**src/rtl/tile_plotter.sv**
```systemverilog
// Tile plotter: on start, latches a tile origin and sprite select, raster-scans a
// TILE_W x TILE_H sprite from an external ROM and emits one VGA pixel per clock.
// Optional build macro: PLOT_TRANSPARENCY_EN (pixels equal to TRANSP_KEY are not plotted).
// ROM alignment: rom_data for the address presented in cycle t is captured by this
// block at the ROM_LAT-th rising edge after t, so pixel k is plotted ROM_LAT cycles
// after rom_addr=k.
module tile_plotter #(
  parameter int unsigned TILE_W  = 12,
  parameter int unsigned TILE_H  = 12,
  parameter int unsigned SEL_W   = 2,
  parameter int unsigned ADDR_W  = 8,
  parameter int unsigned COLOR_W = 18,
  parameter int unsigned X_W     = 8,
  parameter int unsigned Y_W     = 7,
  parameter int unsigned ROM_LAT = 1,
  parameter logic [COLOR_W-1:0] TRANSP_KEY = '0
) (
  input  logic               clock,
  input  logic               resetn,
  input  logic               start,
  input  logic [X_W-1:0]     x_in,
  input  logic [Y_W-1:0]     y_in,
  input  logic [SEL_W-1:0]   select,
  output logic [SEL_W-1:0]   rom_sel,
  output logic [ADDR_W-1:0]  rom_addr,
  input  logic [COLOR_W-1:0] rom_data,
  output logic               plot,
  output logic [X_W-1:0]     x_out,
  output logic [Y_W-1:0]     y_out,
  output logic [COLOR_W-1:0] color,
  output logic               busy,
  output logic               done
);

  localparam int unsigned N     = TILE_W * TILE_H;
  localparam int unsigned COL_W = (TILE_W > 1) ? $clog2(TILE_W) : 1;
  localparam int unsigned ROW_W = (TILE_H > 1) ? $clog2(TILE_H) : 1;
  localparam int unsigned DRN_W = 2;

  typedef enum logic [1:0] {S_IDLE, S_SCAN, S_DRAIN, S_DONE} state_t;

  state_t             state_q, state_d;
  logic [X_W-1:0]     x_base_q, x_base_d;
  logic [Y_W-1:0]     y_base_q, y_base_d;
  logic [SEL_W-1:0]   sel_q, sel_d;
  logic [COL_W-1:0]   col_q, col_d;
  logic [ROW_W-1:0]   row_q, row_d;
  logic [ADDR_W-1:0]  addr_q, addr_d;
  logic [DRN_W-1:0]   drain_q, drain_d;
  logic               plot_q, busy_q, done_q;
  logic               plot_d, busy_d, done_d;
  logic [X_W-1:0]     x_out_q;
  logic [Y_W-1:0]     y_out_q;
  logic [COLOR_W-1:0] color_q;

  logic               scan_v, tail_v;
  logic [X_W-1:0]     scan_x, tail_x;
  logic [Y_W-1:0]     scan_y, tail_y;

  // Next-state and scan counter logic
  always_comb begin
    state_d  = state_q;
    x_base_d = x_base_q;
    y_base_d = y_base_q;
    sel_d    = sel_q;
    col_d    = col_q;
    row_d    = row_q;
    addr_d   = addr_q;
    drain_d  = drain_q;
    case (state_q)
      S_IDLE: begin
        if (start) begin
          state_d  = S_SCAN;
          x_base_d = x_in;
          y_base_d = y_in;
          sel_d    = select;
          col_d    = '0;
          row_d    = '0;
          addr_d   = '0;
        end
      end
      S_SCAN: begin
        if (addr_q == ADDR_W'(N - 1)) begin
          state_d = S_DRAIN;
          drain_d = DRN_W'(ROM_LAT - 1);
        end else begin
          addr_d = addr_q + ADDR_W'(1);
          if (col_q == COL_W'(TILE_W - 1)) begin
            col_d = '0;
            row_d = row_q + ROW_W'(1);
          end else begin
            col_d = col_q + COL_W'(1);
          end
        end
      end
      S_DRAIN: begin
        if (drain_q == '0) state_d = S_DONE;
        else               drain_d = drain_q - DRN_W'(1);
      end
      S_DONE:  state_d = S_IDLE;
      default: state_d = S_IDLE;
    endcase
    busy_d = (state_d == S_SCAN) || (state_d == S_DRAIN);
    done_d = (state_d == S_DONE);
  end

  // Pixel coordinate of the address currently presented to the ROM
  always_comb begin
    scan_v = (state_q == S_SCAN);
    scan_x = x_base_q + X_W'(col_q);
    scan_y = y_base_q + Y_W'(row_q);
  end

  // Delay (x, y, valid) so they meet rom_data at the output register
  if (ROM_LAT == 1) begin : g_nopipe
    assign tail_v = scan_v;
    assign tail_x = scan_x;
    assign tail_y = scan_y;
  end else begin : g_pipe
    localparam int unsigned D = ROM_LAT - 1;
    logic [D-1:0]   v_q;
    logic [X_W-1:0] x_q [D];
    logic [Y_W-1:0] y_q [D];

    // Coordinate/valid shift register
    always_ff @(posedge clock or negedge resetn) begin
      if (!resetn) begin
        v_q <= '0;
        for (int i = 0; i < int'(D); i++) begin
          x_q[i] <= '0;
          y_q[i] <= '0;
        end
      end else begin
        v_q[0] <= scan_v;
        x_q[0] <= scan_x;
        y_q[0] <= scan_y;
        for (int i = 1; i < int'(D); i++) begin
          v_q[i] <= v_q[i-1];
          x_q[i] <= x_q[i-1];
          y_q[i] <= y_q[i-1];
        end
      end
    end

    assign tail_v = v_q[D-1];
    assign tail_x = x_q[D-1];
    assign tail_y = y_q[D-1];
  end

`ifdef PLOT_TRANSPARENCY_EN
  assign plot_d = tail_v && (rom_data != TRANSP_KEY);
`else
  logic unused_key;
  assign plot_d     = tail_v;
  assign unused_key = ^TRANSP_KEY;
`endif

  // State, scan counters and registered outputs
  always_ff @(posedge clock or negedge resetn) begin
    if (!resetn) begin
      state_q  <= S_IDLE;
      x_base_q <= '0;
      y_base_q <= '0;
      sel_q    <= '0;
      col_q    <= '0;
      row_q    <= '0;
      addr_q   <= '0;
      drain_q  <= '0;
      plot_q   <= 1'b0;
      busy_q   <= 1'b0;
      done_q   <= 1'b0;
      x_out_q  <= '0;
      y_out_q  <= '0;
      color_q  <= '0;
    end else begin
      state_q  <= state_d;
      x_base_q <= x_base_d;
      y_base_q <= y_base_d;
      sel_q    <= sel_d;
      col_q    <= col_d;
      row_q    <= row_d;
      addr_q   <= addr_d;
      drain_q  <= drain_d;
      plot_q   <= plot_d;
      busy_q   <= busy_d;
      done_q   <= done_d;
      if (plot_d) begin
        x_out_q <= tail_x;
        y_out_q <= tail_y;
        color_q <= rom_data;
      end
    end
  end

  assign rom_sel  = sel_q;
  assign rom_addr = addr_q;
  assign plot     = plot_q;
  assign x_out    = x_out_q;
  assign y_out    = y_out_q;
  assign color    = color_q;
  assign busy     = busy_q;
  assign done     = done_q;

endmodule

```
**config.mk**
```make
export PLATFORM = sky130hd
export DESIGN_NAME = tile_plotter
export DESIGN_NICKNAME = d
export VERILOG_FILES = /design/src/rtl/tile_plotter.sv
export SDC_FILE = /design/constraint.sdc
export NUM_CORES = 1
export LEC_CHECK = 0
export CAP_MARGIN = 15
export CORE_MARGIN = 4
export CORE_UTILIZATION = 54
export CTS_CLUSTER_SIZE = 10
export DETAILED_ROUTE_END_ITERATION = 8
export PLACE_DENSITY_LB_ADDON = 0.25
export SYNTH_ARGS = -nofsm -noshare
export SYNTH_HDL_FRONTEND = slang
export SYNTH_SLANG_ARGS = --single-unit
```
**constraint.sdc**
```tcl
create_clock -name clock -period 2.8 [get_ports clock]
set_input_delay 0.56 -clock clock [delete_from_list [all_inputs] [get_ports clock]]
set_output_delay 0.56 -clock clock [all_outputs]
set_load 0.1 [all_outputs]
```
## Word level (Yosys, flattened, before mapping)

Cells that the tools add are included.

| word-level totals | value |
|---|---|
| bits in registers | 73 |
| bits in latches | 0 |
| memory bits (writable) | 0 |
| bits in read-only memories | 0 |
| input port bits | 38 |
| output and inout port bits | 46 |
| word-level logic and storage cells | 59 |
| memories | 0 |

| cells by class | value |
|---|---|
| add/sub/neg operators | 6 |
| multipliers | 0 |
| divide/modulo/power cells | 0 |
| order comparisons | 0 |
| equality and inequality tests | 13 |
| shifts and indexed selects | 0 |
| mux-type cells | 17 |
| bitwise operators | 0 |
| reductions and logical operators | 9 |

Operators by type and width:

| operator | number |
|---|---|
| 4-bit two-way mux | 5 |
| 8-bit two-way mux | 2 |
| 4-bit case mux with 2 select lines | 2 |
| 8-bit case mux with 2 select lines | 1 |
| 2-bit two-way mux | 5 |
| 4-bit by 1-bit adder with 4-bit output, second input constant | 2 |
| 8-bit by 1-bit adder with 8-bit output, second input constant | 1 |
| 8-bit by 4-bit adder with 8-bit output | 1 |
| 2-bit == test, second input constant | 4 |
| 8-bit == test, second input constant | 1 |
| 2-bit case mux with 4 select lines | 1 |
| 7-bit by 4-bit adder with 7-bit output | 1 |
| 2-bit != test, second input constant | 3 |
| 3-bit AND reduction | 2 |
| 2-bit by 1-bit == test with 1-bit output, second input constant | 2 |
| 4-bit == test, second input constant | 1 |
| 2-bit zero test | 2 |
| 2-bit by 1-bit != test with 1-bit output, second input constant | 2 |
| 2-bit case mux with 2 select lines | 1 |
| 4-bit AND reduction | 1 |
| 2-bit nonzero test | 2 |
| 2-bit AND reduction | 1 |
| 2-bit by 1-bit subtractor with 2-bit output, second input constant | 1 |
| 1-bit logical OR | 1 |

## Depth between registers and ports, before layout

| depth | value |
|---|---|
| depth after elaboration | 5 |
| depth in mapped cells | 10 |
| depth with buffers taken out | 7 |

## Least setup slack after synthesis

No wires, ideal clock.

| timing | value |
|---|---|
| path kind | register to register |
| start | register addr_q[0], in the netlist rom_addr[0] |
| end | register addr_q[4], in the netlist rom_addr[4] |
| setup time | 0.078 ns |
| data arrival time | 2.396 ns |
| path slack | 0.326 ns |
| cell stages (with the launch flop) | 8 |
| buffers on the path | 2 |
| period minus slack after synthesis | 2.474 ns |
| cell sequence | dfrtp_1 > ha_1 > and3_1 > clkbuf_2 > a311o_1 > buf_6 > or3_1 > a21oi_1 |

| on the way | value |
|---|---|
| cells in the longest elaborated chain, start to end | 3 |
| elaborated cells on any way between the ends | 6 |

RTL lines:

| element | RTL line | text |
|---|---|---|
| start, declared | 48 | `logic [ADDR_W-1:0] addr_q, addr_d;` |
| start signal, assigned | 182 | `addr_q <= addr_d;` |
| 8-bit by 1-bit adder with 8-bit output or 8-bit == test (tied branches) | 87, 83 |  |
| 8-bit two-way mux or 2-bit != test (tied branches) | - |  |
| 8-bit case mux with 2 select lines or 3-bit AND reduction (tied branches) | - |  |

Parallel ways exist; a longest one is shown, timed or not. The select of a mux whose other input is x is not followed.
A chain may end at the register's enable or synchronous reset.

## Worst setup path in the final report

| timing | value |
|---|---|
| start | register state_q[0] |
| end | register col_q[2] |

| on the way | value |
|---|---|
| cells in the longest elaborated chain, start to end | 3 |
| elaborated cells on any way between the ends | 7 |

RTL lines:

| element | RTL line | text |
|---|---|---|
| start, declared | 42 | `state_t state_q, state_d;` |
| start signal, assigned | 176 | `state_q <= state_d;` |
| 2-bit by 1-bit == test with 1-bit output or 2-bit zero test (tied branches) | 70 | `case (state_q)` |
| 2-bit != test (no source line) or 2-bit nonzero test (tied branches) | - |  |
| 3-bit AND reduction (no source line) | - |  |
| end signal, assigned | 180 | `col_q <= col_d;` |
| end, declared | 46 | `logic [COL_W-1:0] col_q, col_d;` |

Parallel ways exist; a longest one is shown, timed or not.

==> flow_metrics.py <==
metrics = {
    "status": {
        "status": "complete, no violations",
    },
    "layout": {
        "num-fill-cells": 473,
        "fin_cells": 477,
        "drive_above_1_share": 0.278,
        "syn_to_final_growth_pct": 28.0,
        "multi_input_area_um2": 1660,
        "stdcell_area_um2": 4610,
        "n_antenna_cell": 0,
        "ff_latch_area_um2": 1830,
        "nets": 453,
        "post-route-util": 0.718,
    },
    "setup_path": {
        "crit_type": "reg -> reg",
        "end_kind": "register",
        "r2r-start": "state_q[0]$_DFF_PN0_",
        "crit_required_ns": 3.03,
        "worstSetupStartpointType": "register",
        "crit_fanout": 24,
        "reg2reg_depth": 6,
        "r2r-end": "col_q[2]$_DFFE_PN0P_",
        "rrSetupSlack_ns": 0.36,
        "crit_arrival_ns": 2.67,
    },
    "synthesis": {
        "synth.area.top_cells": "dfrtp_1 51%, mux2_2 13%, ha_1 5.9%",
        "synth_area_um2": 3600,
        "ys_types": 55,
        "async_flop_share": 1.00,
        "synth.avg_cell_area_um2": 11.6,
        "ys_warn_count": 0,
        "synth-main-ff-cell": "dfrtp_1",
        "synth-seq-area-share": 0.507,
        "synth_seq_cells": 73,
        "yosys.area.top_type": "dfrtp_1",
        "syn_inst": 311,
        "yosys-top-cells-count": "73 x dfrtp_1, 40 x mux2_2, 21 x nand2_1",
        "yosysMostFrequentCell": "dfrtp_1",
        "syn-num-nets": 368,
        "synth_edf_count": 0,
        "synth_top_area_share": 0.507,
    },
    "clock_tree": {
        "cts_resized": 0,
        "post-cts-setup-buffers": 0,
        "clkTransAtPathRegs_ns": 0.07,
        "cts_buffers": 9,
        "cts-root-buf": "clkbuf_8",
        "tritoncts": "yes",
        "ctsHtreeMaxLevel": 3,
        "cts_hold_repair.buffers": 0,
        "clock_path_buffers": 2,
        "clock_sinks": 73,
        "insertion_delay_ns": 0.34,
    },
    "sta": {
        "fmax_ghz": 0.410,
        "rsz0062_at_grt": "false",
        "clock_skew_ns": 0.00858,
        "finalHoldViolCount": 0,
        "slew_headroom": 0.406,
        "min_period_over_period": 0.871,
        "post-route-min-period_ns": 2.44,
        "setup-tns-final_ns": 0,
        "worstMarginPinSlew_ns": 0.890,
        "finalSetupViolations": 0,
        "drv_slew": 0,
    },
    "min_path": {
        "hp-class": "in -> async",
    },
    "detailed_routing": {
        "drtIter0Drc": 108,
        "wl_um": 7590,
        "antenna_left": 0,
        "routed_via_density": 5.64,
        "drc_errors": 0,
        "vias": 2692,
        "drt-pass1-iter-count": 4,
        "routedWlPerCell_um": 15.9,
    },
    "floorplanning": {
        "rows": 29,
        "die_area_um2": 8040,
        "start_util": 0.561,
        "die_x_um": 89.7,
        "io_pins": 84,
        "dieHeight_um": 89.7,
        "core_area_um2": 6420,
    },
    "global_routing": {
        "grt_antenna_before_repair": 0,
        "gr-total-overflow": 0,
        "grt_pass1_wl_um": 12300,
        "first_global_vias": 2765,
        "grt_start_max_net_pins": 74,
        "grt_use_total": 0.199,
    },
    "flow_run": {
        "maxCapViolations": 0,
    },
    "place": {
        "place_inst": 462,
        "hpwl_um": 5320,
        "port-buffer-count": 83,
        "place.gp.congestion": 0.796,
        "place_area_um2": 4370,
    },
}
[per-stage QoR]
step / setup WS (ns) / hold slack [ns]
detailed placement: 0.280 / 0.493
CTS: 0.371 / 0.374
floorplan: 0.326 / 0.264
global route: 0.221 / 0.424
finish: 0.360 / 0.337
global placement: 0.400 / 0.487
[critical path, stage by stage (launching register included)]
cell and delay, ns:
dfrtp_1 0.40, inv_1 0.17, ha_1 0.39, nor2b_4 0.29, a311o_1 0.67, o22ai_1 0.18
a22o_1 0.22
[registers in the layout (all words and copies together) (netlist names), 4 cells and up]
| signal | cells |
|---|---|
| x_out | 8 |
| y_base_q | 7 |
| rom_addr | 8 |
| col_q | 4 |
| row_q | 4 |
| x_base_q | 8 |
| color | 18 |
| y_out | 7 |
[cell type report]
cell class / count / area share
multi-input cells: 213 / 0.360
clock buffers: 10 / 0.0299
clock inverters: 5 / 0.0225
flip-flops and latches: 73 / 0.396
inverters: 12 / 0.00977
well taps: 77 / 0.0209
repair buffers: 87 / 0.161
[layout by cell type, fill, tap and decap left out, types with 2 or more instances in the layout]
cell and count:
nand2b_1 2, nor2_1 7, nand3_1 10, xnor2_1 3, a31oi_1 2, o211ai_1 7
bufinv_16 3, a2bb2oi_1 2, o21ai_1 4, nand3b_1 3, ha_1 16, o22ai_1 3
o21a_1 2, nor3b_1 2, o31ai_1 5, nor2b_1 7, clkdlybuf4s50_1 36, and4_1 2
nand2_1 21, o21ai_0 14, a21o_1 2, or3_1 8, mux2_2 40, and3_1 3
inv_1 12, clkbuf_8 10, nand4b_1 2, nor3_1 4, fa_1 2, buf_4 51
a21oi_1 17, dfrtp_1 73
[kinds of logic (layout without fill, tap and decap cells)]
logic type               after synthesis  count (layout)  share of synthesized area
multiplexers                          41              41                      0.128
XOR/XNOR                               4               4                    0.00973
flip-flops                            73              73                      0.507
AO/OA/AOI/OAI                         70              70                      0.124
adder cells (fa/ha/maj)               19              19                     0.0702
AND/OR/NAND/NOR                       79              79                      0.127
buffers and inverters                 25             114                     0.0333
[worst max path at each step]
stage                                    to  depth (start not counted)                    start  slack, ns
floorplan           rom_addr[4]$_DFFE_PN0P_                          7  rom_addr[0]$_DFFE_PN0P_       0.33
global placement       col_q[2]$_DFFE_PN0P_                          5                    start       0.40
detailed placement     col_q[2]$_DFFE_PN0P_                          5                    start       0.28
CTS                    col_q[2]$_DFFE_PN0P_                          6     state_q[0]$_DFF_PN0_       0.37
global route           col_q[2]$_DFFE_PN0P_                          6     state_q[0]$_DFF_PN0_       0.22
finish                 col_q[2]$_DFFE_PN0P_                          6     state_q[0]$_DFF_PN0_       0.36
[layer usage]
metal / up-vias / share of wire / wire length, µm / track usage
met3: 11 / 0.058 / 438 / 0.0347
met4: 0 / 0.016 / 123 / 0.0893
met1: 1292 / 0.44 / 3350 / 0.243
met2: 82 / 0.48 / 3680 / 0.344
li1: 1307 / - / - / -
met5: - / 0 / 0 / 0
Power is not shown: default switching activity piles up to over one toggle a cycle in this logic, so the estimate is an artifact.
==> RTL change (config.mk and constraints unchanged) <==
Add a define of `PLOT_TRANSPARENCY_EN`.
--- a/src/rtl/tile_plotter.sv
+++ b/src/rtl/tile_plotter.sv
@@ -4,6 +4,8 @@
 // ROM alignment: rom_data for the address presented in cycle t is captured by this
 // block at the ROM_LAT-th rising edge after t, so pixel k is plotted ROM_LAT cycles
 // after rom_addr=k.
+`define PLOT_TRANSPARENCY_EN
+
 module tile_plotter #(
   parameter int unsigned TILE_W  = 12,
   parameter int unsigned TILE_H  = 12,
Function: changed (a bounded check fails within 4 cycles, from zero or initial values and one cycle with resetn low).
==> RTL change against the unedited design <==
Synthesized area down 1.9%; final area down 0.95%; wire length down 0.53%; synthesized cell count up 2.6%; setup slack better by 0.087 ns; sequential cell count unchanged; fmax up 3.7%.
Power is left out: it rests on default switching activity, and per cell area and clock period it moved more than threefold.
==> RTL change: results (changes against the unedited design) <==
drt wl/cell=15.37 µm (-3.4%); status=finished, final reports clean; xor and xnor fraction of the mapped netlist area=3.222% (+2.2 points); mux cell area share after synthesis=9.561% (-3.2 points); Vias=2720 (+1.0%); hold_ws=0.2661 ns (-0.07115 ns); CTS max path bufs=2 (unchanged); post-synthesis sequential area ratio=51.70% (+0.99 points); Slew HR=54.27% (+14 points); DR WL met2=3757 µm (+2.2%); FF-to-FF Start=state_q[1]$_DFF_PN0_; largest net degree at the start of global routing=39 (-47%); DRT iter0 DRCs=108 (unchanged); pre-CTS setup slack=0.09013 ns (-0.1903 ns); nets@finish=467 (+3.1%); Placed Instances=476 (+3.0%); first drt pass iteration count=4 (unchanged); routability cong.=0.8052 (+1.1%); Net Count, Synth=376 (+2.2%); synth top area cells=dfrtp_1 (52%), mux2_2 (9.2%), ha_1 (6.0%), nand2_1 (5.4%), o21ai_0 (2.8%); Area after DPL=0.004357 mm² (-0.29%); drt total wl=7547 µm (-0.53%); slowest CP cell=or4_4; total global-route track usage=20.44% (+0.54 points); Final HPWL DP=5741 µm (+7.9%); crit path max fanout=38 (+58%); max incr delay on CP=0.56 ns (-0.11 ns); complex-gate fraction of the synthesized area=11.05% (-1.4 points); Reg2Reg Setup Slack=0.60 ns (+0.24 ns); clk_skew=0.005549 ns (-0.003031 ns); M1 WL=3216 µm (-3.9%); Worst R2R End=row_q[3]$_DFFE_PN0P_; Mean Syn Cell Area=11.08 µm² (-4.4%); cells on worst reg2reg path=7 (+1); DR WL met3=457 µm (+4.3%); most frequent cells after synthesis=dfrtp_1 (73), nand2_1 (51), mux2_2 (29); layout cells sized above 1=24.88% (-2.9 points); first-pass GRT wire length=12450 µm (+1.4%); Synth cell types=48 (-13%); number of maximum-capacitance violations=0 (unchanged)
## RTL change: cell types whose count changed after synthesis, moves of 6 or more
cell / unedited run / this run
nand2_1: 21 / 51
mux2_2: 40 / 29
nor2_1: 7 / 14
xor2_1: 1 / 8
a21oi_1: 17 / 11
o21ai_0: 14 / 20
## RTL change: final cells by class
type,instances,area [µm²]
flip-flops and latches,73,1827
clock buffers,12,145.1
repair buffers,91,795.8
well taps,77,96.34
multi-input cells,225,1600
inverters,10,37.54
clock inverters,3,65.06
fillers,469,1783
## RTL change: kinds of logic (layout without fill, tap and decap cells)
| logic type | count (synthesis) | count (layout) |
|---|---|---|
| flops | 73 | 73 |
| buf+inv | 21 | 116 |
| compound gates | 58 | 58 |
| mux | 30 | 30 |
| fa+ha+maj | 19 | 19 |
| xor+xnor | 13 | 13 |
| simple gates | 105 | 105 |
## RTL change: worst max path at each step
stage	from	endpoint	slack, ns	depth (start not counted)
after floorplan	rom_addr[0]$_DFFE_PN0P_	row_q[3]$_DFFE_PN0P_	0.28	6
after global placement	rom_data[1]	x_out[4]$_DFFE_PN0P_	0.18	6
after detailed placement	rom_data[1]	x_out[4]$_DFFE_PN0P_	0.09	6
after CTS	rom_data[1]	x_out[4]$_DFFE_PN0P_	0.46	6
after global routing	rom_data[1]	x_out[4]$_DFFE_PN0P_	0.43	6
final	rom_data[1]	color[6]$_DFFE_PN0P_	0.45	5
## RTL change: critical path, delay by kind of cell
family	cells	cell delay, ns
buffers and inverters	2	0.69
multiplexers	1	0.36
AO/OA/AOI/OAI	1	0.40
AND/OR/NAND/NOR	1	0.56
## RTL change: layer usage
metal	vias up	global-route usage [%]
met5	-	0
met4	0	7.143
met3	13	3.779
met2	85	34.89
met1	1312	26.18
li1	1310	-
